File: src/rtl/ext_mem_loader.sv
// Host-side loader for the RISC-V CPU top: streams operand words into data memory
// through the external write port, releases CPU reset, then watches the store bus.
module ext_mem_loader #(
    parameter logic [31:0] BASE_ADDR      = 32'h0200_0000,
    parameter int          NUM_WORDS      = 3,
    parameter int          RESULT_OFFSET  = 4,
    parameter int          DONE_OFFSET    = 8,
    parameter int          RESET_HOLD     = 2,
    parameter int unsigned TIMEOUT_CYCLES = 100000
) (
    input  logic        clk,
    input  logic        reset,
    input  logic        start,
    input  logic        in_valid,
    input  logic [31:0] in_data,
    output logic        in_ready,
    output logic        Ext_MemWrite,
    output logic [31:0] Ext_WriteData,
    output logic [31:0] Ext_DataAdr,
    output logic        cpu_reset,
    input  logic        MemWrite,
    input  logic [31:0] DataAdr,
    input  logic [31:0] WriteData,
    output logic [31:0] result,
    output logic        result_valid,
    output logic        busy,
    output logic        done,
    output logic        timeout
);

    localparam logic [31:0] RESULT_ADDR = BASE_ADDR + 32'(RESULT_OFFSET);
    localparam logic [31:0] DONE_ADDR   = BASE_ADDR + 32'(DONE_OFFSET);
    localparam logic [7:0]  LAST_IDX    = 8'(NUM_WORDS - 1);
    localparam logic [31:0] HOLD_LAST   = 32'(RESET_HOLD - 1);
    localparam logic [31:0] RUN_LAST    = 32'(TIMEOUT_CYCLES - 1);

    typedef enum logic [2:0] {
        S_IDLE,
        S_LOAD,
        S_HOLD,
        S_RUN,
        S_DONE,
        S_TIMEOUT
    } state_t;

    state_t      state;
    logic [7:0]  word_idx;
    // Shared between HOLD (reset-hold length) and RUN (timeout watchdog).
    logic [31:0] cycle_cnt;

    logic res_hit;
    logic done_hit;

    assign in_ready = (state == S_LOAD);
    assign res_hit  = MemWrite && (DataAdr == RESULT_ADDR);
    assign done_hit = MemWrite && (DataAdr == DONE_ADDR) && (WriteData == 32'd1);

    always_ff @(posedge clk or posedge reset) begin
        if (reset) begin
            state         <= S_IDLE;
            word_idx      <= '0;
            cycle_cnt     <= '0;
            Ext_MemWrite  <= 1'b0;
            Ext_WriteData <= '0;
            Ext_DataAdr   <= '0;
            cpu_reset     <= 1'b1;
            result        <= '0;
            result_valid  <= 1'b0;
            busy          <= 1'b0;
            done          <= 1'b0;
            timeout       <= 1'b0;
        end else begin
            // The external write strobe is a single-cycle pulse; idle value is all zero.
            Ext_MemWrite  <= 1'b0;
            Ext_WriteData <= '0;
            Ext_DataAdr   <= '0;

            case (state)
                S_IDLE, S_DONE, S_TIMEOUT: begin
                    if (start) begin
                        state        <= S_LOAD;
                        busy         <= 1'b1;
                        cpu_reset    <= 1'b1;
                        word_idx     <= '0;
                        result       <= '0;
                        result_valid <= 1'b0;
                        done         <= 1'b0;
                        timeout      <= 1'b0;
                    end
                end

                S_LOAD: begin
                    if (in_valid) begin
                        Ext_MemWrite  <= 1'b1;
                        Ext_WriteData <= in_data;
                        Ext_DataAdr   <= BASE_ADDR + {22'd0, word_idx, 2'b00};
                        word_idx      <= word_idx + 8'd1;
                        if (word_idx == LAST_IDX) begin
                            state     <= S_HOLD;
                            cycle_cnt <= '0;
                        end
                    end
                end

                S_HOLD: begin
                    if (cycle_cnt == HOLD_LAST) begin
                        state     <= S_RUN;
                        cpu_reset <= 1'b0;
                        cycle_cnt <= '0;
                    end else begin
                        cycle_cnt <= cycle_cnt + 32'd1;
                    end
                end

                S_RUN: begin
                    cycle_cnt <= cycle_cnt + 32'd1;
                    if (res_hit)
                        result <= WriteData;
                    // Done wins over a timeout landing on the same cycle.
                    if (done_hit) begin
                        state        <= S_DONE;
                        done         <= 1'b1;
                        result_valid <= 1'b1;
                        cpu_reset    <= 1'b1;
                        busy         <= 1'b0;
                    end else if (cycle_cnt == RUN_LAST) begin
                        state     <= S_TIMEOUT;
                        timeout   <= 1'b1;
                        cpu_reset <= 1'b1;
                        busy      <= 1'b0;
                    end
                end

                default: begin
                    state     <= S_IDLE;
                    cpu_reset <= 1'b1;
                    busy      <= 1'b0;
                end
            endcase
        end
    end

endmodule

File: config.mk
export PLATFORM = sky130hd
export DESIGN_NAME = ext_mem_loader
export DESIGN_NICKNAME = d
export VERILOG_FILES = /design/src/rtl/ext_mem_loader.sv
export SDC_FILE = /design/constraint.sdc
export NUM_CORES = 1
export LEC_CHECK = 0
export BUFFER_PORTS_ARGS = -buffer_cell sky130_fd_sc_hd__buf_4
export CAP_MARGIN = 20
export CORE_ASPECT_RATIO = 0.5
export CORE_MARGIN = 2
export CORE_UTILIZATION = 50
export CTS_CLUSTER_DIAMETER = 50
export DETAILED_ROUTE_END_ITERATION = 8
export PLACE_DENSITY_LB_ADDON = 0.15
export SETUP_SLACK_MARGIN = 0.4
export SLEW_MARGIN = 25
export SYNTH_ARGS = -nofsm -noshare
export SYNTH_HDL_FRONTEND = slang
export SYNTH_SLANG_ARGS = --single-unit
export TNS_END_PERCENT = 1
File: constraint.sdc
create_clock -name clk -period 4 [get_ports clk]
set_input_delay 0.4 -clock clk [delete_from_list [all_inputs] [get_ports clk]]
set_output_delay 0.4 -clock clk [all_outputs]
set_load 0.005 [all_outputs]
==> results of run 1 <==
[synth_stat cells, types with 2 or more instances]
master | count | area share (%)
nor2_1 | 32 | 2.2
nor4bb_1 | 2 | 0.36
nor4b_1 | 2 | 0.32
inv_1 | 8 | 0.54
a31oi_1 | 3 | 0.34
clkbuf_1 | 17 | 1.1
nand2b_1 | 6 | 0.68
a21oi_1 | 12 | 1.1
mux2_2 | 2 | 0.41
or2_2 | 3 | 0.34
o22ai_1 | 3 | 0.34
and3_1 | 10 | 1.1
o21ai_1 | 5 | 0.45
xor2_1 | 20 | 3.2
nand4_1 | 13 | 1.5
nor4_1 | 17 | 1.9
nand2_1 | 98 | 6.6
nor4b_2 | 2 | 0.54
nor4_2 | 4 | 0.90
and4_1 | 5 | 0.79
o31ai_1 | 5 | 0.68
dfrtp_1 | 119 | 54
nand3_1 | 17 | 1.5
nor3_1 | 9 | 0.81
nor2b_1 | 3 | 0.34
buf_2 | 5 | 0.45
buf_4 | 26 | 3.5
ha_1 | 4 | 0.90
and2_1 | 41 | 4.6
o21ai_0 | 48 | 4.3
xnor2_1 | 3 | 0.47
[path summary, 6_finish.rpt]
path,startpoint,endpoint,slack (ns),cells past startpoint
setup / recovery,word_idx[0],cycle_cnt[28],1.45,9
hold / removal,reset,result[10],0.17,2
setup reg to reg,word_idx[0],cycle_cnt[28],1.45,9
hold reg to reg,result[8],result[8],0.48,2
max in group asynchronous,reset,cycle_cnt[26],3.06,3
min in group clk,in_data[4],Ext_WriteData[4],0.19,2
[layout make-up]
cell class | instances | area, µm² | share of cell area (%)
clock buffer | 20 | 456.7 | 6.081
timing repair buffer | 186 | 1409 | 18.76
tap | 145 | 181.4 | 2.416
clock inverter | 10 | 80.08 | 1.066
sequential | 120 | 3004 | 40.00
inverter | 8 | 32.53 | 0.4332
multi-input combinational | 409 | 2346 | 31.24
[critical path: cells and delay by family, from the launching register on]
family	cells	cell delay, ns
XOR/XNOR	1	0.18
adder cells (fa/ha/maj)	1	0.15
AND/OR/NAND/NOR	4	1.24
buffers and inverters	2	0.30
AO/OA/AOI/OAI	1	0.14
flip-flops	1	0.41
[through the flow]
step / util (%) / total power [µW]
after floorplan: - / 1286
after CTS: 68.82 / 2756
after global routing: 68.82 / 2836
after global placement: 63.90 / 1364
after detailed placement: 63.90 / 1365
final: 68.82 / 2736
[cell families (layout without fill, tap and decap cells)]
| group | Yosys count | in the layout | synth area share [%] |
|---|---|---|---|
| and+or+nand+nor | 272 | 272 | 26.07 |
| DFF | 120 | 120 | 54.10 |
| AOI/OAI and AO/OA | 84 | 84 | 8.991 |
| buffers and inverters | 56 | 224 | 5.656 |
| xor gates and xnor gates | 23 | 23 | 3.628 |
| adders and majority gates | 4 | 4 | 0.9013 |
| muxes | 3 | 3 | 0.5858 |
| other | 1 | 23 | 0.06753 |
[flip-flops by register name (all words and copies together) (netlist names)]
name           count
busy               1
done               1
result            32
timeout            1
cpu_reset          1
word_idx           8
Ext_WriteData     32
cycle_cnt         32
state              3
Ext_DataAdr        9
[layout by cell type, fill, tap and decap left out, types with 12 or more instances in the layout]
cell type and n:
nor2_1 31, o21ai_0 48, xor2_1 20, and2_1 41, nand2_1 98, clkbuf_16 17, a21oi_1 12, nand3_1 17
conb_1 23, nand4_1 13, nor4_1 17, dfrtp_1 119, buf_4 185
[layer usage]
| metal | vias to the layer above | track usage, % |
|---|---|---|
| met5 | - | 0 |
| met3 | 16 | 4.583 |
| met2 | 146 | 36.43 |
| met1 | 2202 | 31.82 |
| li1 | 2245 | - |
| met4 | 0 | 6.667 |
[power by group through the flow]
stage | combinational (µW) | sequential (µW) | clock (µW)
after floorplan | 47.6 | 1240 | 0
after global placement | 126 | 1240 | 0
after detailed placement | 127 | 1240 | 0
after CTS | 128 | 1220 | 1410
after global routing | 139 | 1220 | 1480
final | 126 | 1220 | 1390
==> metrics.txt, run 1 <==
status finished clean; placed cell count 868; Peak supply drop 294.7 µV; number of remaining DRC errors 0; DR iter-0 viols 378; Final Hold Vio Count 0; Post-CTS Resized 0; total grt overflow 0; final worst slack 1.445 ns; row count 27; Peak Freq 391.5 MHz; clock share of power 50.9%; Slew @ Worst Pin 0.8430 ns; height of the die 78.52 µm; #FFs+latches synth 120; total global-route track usage 22.78%; worst-path cell chain inv_1 -> ha_1 -> nor4bb_1 -> a31oi_1 -> buf_4 -> nor4_1 -> nand2_1 -> xor2_1 -> nor2_1; RSZ-0062 raised after global routing no; DR vias 4609; DR top layer met4; critical path peak fanout 14; CP max stage delay 0.62 ns; fill count 891; max-cap check violation count 0; WL final 13.59 mm; Ports 204; htree depth 4; final setup TNS 0 ns; nets 847; top_reg_cell synth dfrtp_1; fraction of layout cells with a size suffix above 1 31.47%; placed cell area 0.006973 mm²; n_diodes 0; Comb pwr share 4.6%; cell area after layout 0.007510 mm²; Final Skew 0.009928 ns; initial antenna violation count 0; met3 wire len 789 µm; asr flop ratio synth 100.0%; switching portion of total power 21.17%; Max-slew headroom 43.80%; minimum clock period 2.555 ns; Mapped Area 0.005553 mm²; cells after synthesis 563; Post-CTS Setup Inserts 0; DRT antenna net count 0; Netlist cell types 50; Hold WS 0.1744 ns; Critical Path Slowest Stage Cell nor4_1; Die X 153.0 µm; clock root cell clkbuf_16; vias in the first global route 4360; final cycle utilization of the critical path 63.86%; Core ar. 0.01091 mm²; Starting Density 50.89%; dpl hpwl 9.881 mm; fin cells 898; Met1 Wirelength 6.236 mm; number of synthesized flops with an enable pin 0; DP Worst Slack 1.482 ns; CTS tree built; CTS Buf Count 17; DR pass1 iterations 4; CTS max path bufs 2; CTS sink count 120; Clk Latency, worst-skew pair 0.41 ns; port bufs 180; largest net degree at the start of global routing 69; drt via density 5.133; GPL Wtd Cong 0.7915; CTS Hold Bufs 0; sequential cell fraction of total power 44.5%; startpoint types flip-flop; metal2 WL 6.425 mm; P_int 2156 µW; sequential area share after synthesis 54.10%; first-pass GRT wire length 21.81 mm; PD cells 364.3 mW/mm²; mean routed wirelength per cell 15.13 µm; Worst setup EP type flip-flop; Worst Path Required 4.28 ns; crit path DAT 2.83 ns; Worst Hold Class in -> async; critical path class reg -> reg; die area 0.01202 mm²; clock slew at reported path FFs 0.05 ns; Psw 579.2 µW; Final Max Slew Viols 0; Final setup viols 0; leakage power 0.003625 µW; Syn Area/Cell 9.863 µm²; Yosys Warn Count 0; Syn-to-layout area delta 35.24%
Note: power is estimated with default switching activity, not from simulation.
==> inputs of run 2 (changes only) <==
--- a/config.mk
+++ b/config.mk
@@ -9,7 +9,7 @@
 export CAP_MARGIN = 20
 export CORE_ASPECT_RATIO = 0.5
 export CORE_MARGIN = 2
-export CORE_UTILIZATION = 50
+export CORE_UTILIZATION = 45
 export CTS_CLUSTER_DIAMETER = 50
 export DETAILED_ROUTE_END_ITERATION = 8
 export PLACE_DENSITY_LB_ADDON = 0.15
==> constraint.sdc (replaced) <==
create_clock -name clk -period 2.3 [get_ports clk]
set_input_delay 0.23 -clock clk [delete_from_list [all_inputs] [get_ports clk]]
set_output_delay 0.23 -clock clk [all_outputs]
set_load 0.005 [all_outputs]
==> metrics.txt, run 2 (same netlist as run 1, synthesis figures left out) <==
status finished clean; port bufs 180 (unchanged); dpl hpwl 10.14 mm (+2.6%); Clk Latency, worst-skew pair 0.41 ns (about the same); Final setup viols 0 (unchanged); vias in the first global route 4356 (-0.092%); Final Max Slew Viols 0 (unchanged); Final Skew 0.008191 ns (-0.001737 ns); row count 28 (+3.7%); Die X 161.1 µm (+5.3%); startpoint types flip-flop; Core ar. 0.01191 mm² (+9.2%); PD cells 614.8 mW/mm² (+69%); Final Hold Vio Count 0 (unchanged); leakage power 0.003819 µW (+5.3%); worst setup path start cycle_cnt[21]; largest net degree at the start of global routing 46 (-33%); DR pass1 iterations 5 (+1); Starting Density 46.62% (-4.3 points); Max-slew headroom 62.78% (+19 points); initial antenna violation count 0 (unchanged); placed cell area 0.007267 mm² (+4.2%); final setup TNS 0 ns (unchanged); Worst Hold Class in -> reg; DP Worst Slack -0.05892 ns (-1.541 ns); met3 usage 5.894% (+1.3 points); crit path DAT 2.28 ns (-0.55 ns); Slew @ Worst Pin 0.5572 ns (-0.2858 ns); n_diodes 0 (unchanged); drt via density 4.895 (-4.6%); critical path class reg -> reg; Worst Path Required 2.58 ns (-1.70 ns); fill count 946 (+6.2%); clock slew at reported path FFs 0.05 ns (about the same); final worst slack 0.2968 ns (-1.149 ns); Peak supply drop 416.9 µV (+41%); total global-route track usage 20.87% (-1.9 points); max-cap check violation count 0 (unchanged); DRT antenna net count 0 (unchanged); CTS max path bufs 2 (unchanged); CTS tree built; r2r startpoint cycle_cnt[21]; CTS Buf Count 17 (unchanged); top flop regs Ext_WriteData: 32 flops, cycle_cnt: 32 flops, result: 32 flops; CTS sink count 120 (unchanged); global routing met1 resource utilization 27.56% (-4.3 points); hold path start in_data[1]; Syn-to-layout area delta 43.94%; nets 882 (+4.1%); GPL Wtd Cong 0.8278 (+4.6%); critical path peak fanout 15 (+1); Ports 204 (unchanged); Peak Freq 499.2 MHz (+28%); cell area after layout 0.007993 mm² (+6.4%); DR iter-0 viols 305 (-19%); RSZ-0062 raised after global routing yes; final cell utilization of the core 67.10% (-1.7 points); clock root cell clkbuf_16; first-pass GRT wire length 21.71 mm (-0.47%); height of the die 82.55 µm (+5.1%); minimum clock period 2.003 ns (-0.5514 ns); final cycle utilization of the critical path 87.09% (+23 points); DR vias 4675 (+1.4%); die area 0.01330 mm² (+11%); most frequent cells in the layout 214 x buf_4, 118 x dfrtp_1, 98 x nand2_1; mean routed wirelength per cell 14.57 µm (-3.7%); Worst setup EP type flip-flop; met2 Resource Use GR 33.78% (-2.7 points); most common cell after layout, fill and taps aside buf_4; total grt overflow 0 (unchanged); htree depth 4 (unchanged); number of remaining DRC errors 0 (unchanged); GRT busiest layer met2; fraction of layout cells with a size suffix above 1 36.20% (+4.7 points); WL final 13.91 mm (+2.4%)
[run 2: timing repair]
action,in CTS,in global routing
pin swaps,6,1
hold buffers,1,0
cloned,0,0
buffers inserted,4,1
setup endpoints to repair,38,72
gates resized for setup,12,7
endpoints found under the hold margin,21,0
[run 2: path summary, 6_finish.rpt]
path	cells past startpoint	endpoint	slack, ns
worst max-delay path	8	cycle_cnt[10]	0.30
worst min-delay path	2	Ext_WriteData[1]	0.03
worst max register to register	8	cycle_cnt[10]	0.30
worst min register to register	2	result[22]	0.48
max in group asynchronous	4	cycle_cnt[0]	1.02
min in group asynchronous	3	result[12]	0.44
[run 2: worst max-delay path: stages (launching register included)]
cell	delay, ns
dfrtp_1	0.42
nor4_2	0.32
nand4_1	0.13
buf_4	0.18
o41ai_4	0.37
buf_12	0.19
nor2b_1	0.05
o21ai_0	0.14
o31ai_1	0.09
[run 2: per-stage QoR]
step | power (µW) | hold WS (ns) | std cells
floorplan | 2237 | 0.3586 | 585
global placement | 2378 | 0.3174 | 917
detailed placement | 2381 | 0.3185 | 917
CTS | 4968 | 0.01158 | 954
global route | 5089 | 0.01984 | 955
finish | 4914 | 0.02755 | 955
[run 2: area by class of cell]
class	instances	area [µm²]	area share, %
flip-flops and latches	120	3005	37.60
inverters	8	33.78	0.4227
repair buffers	221	1728	21.62
clock buffers	20	446.7	5.589
well taps	165	206.4	2.583
multi-input cells	409	2445	30.59
clock inverters	12	127.6	1.597
[run 2: power breakdown]
part / internal, µW / switching, µW
clock: 1620 / 954
sequential: 2110 / 1.28
combinational: 132 / 96.9
[run 2: per-layer routing]
metal / vias up / part of all wire, %
li1: 2308 / -
met1: 2210 / 45
met2: 144 / 48
met3: 13 / 6.3
met4: 0 / 0.97
met5: - / 0
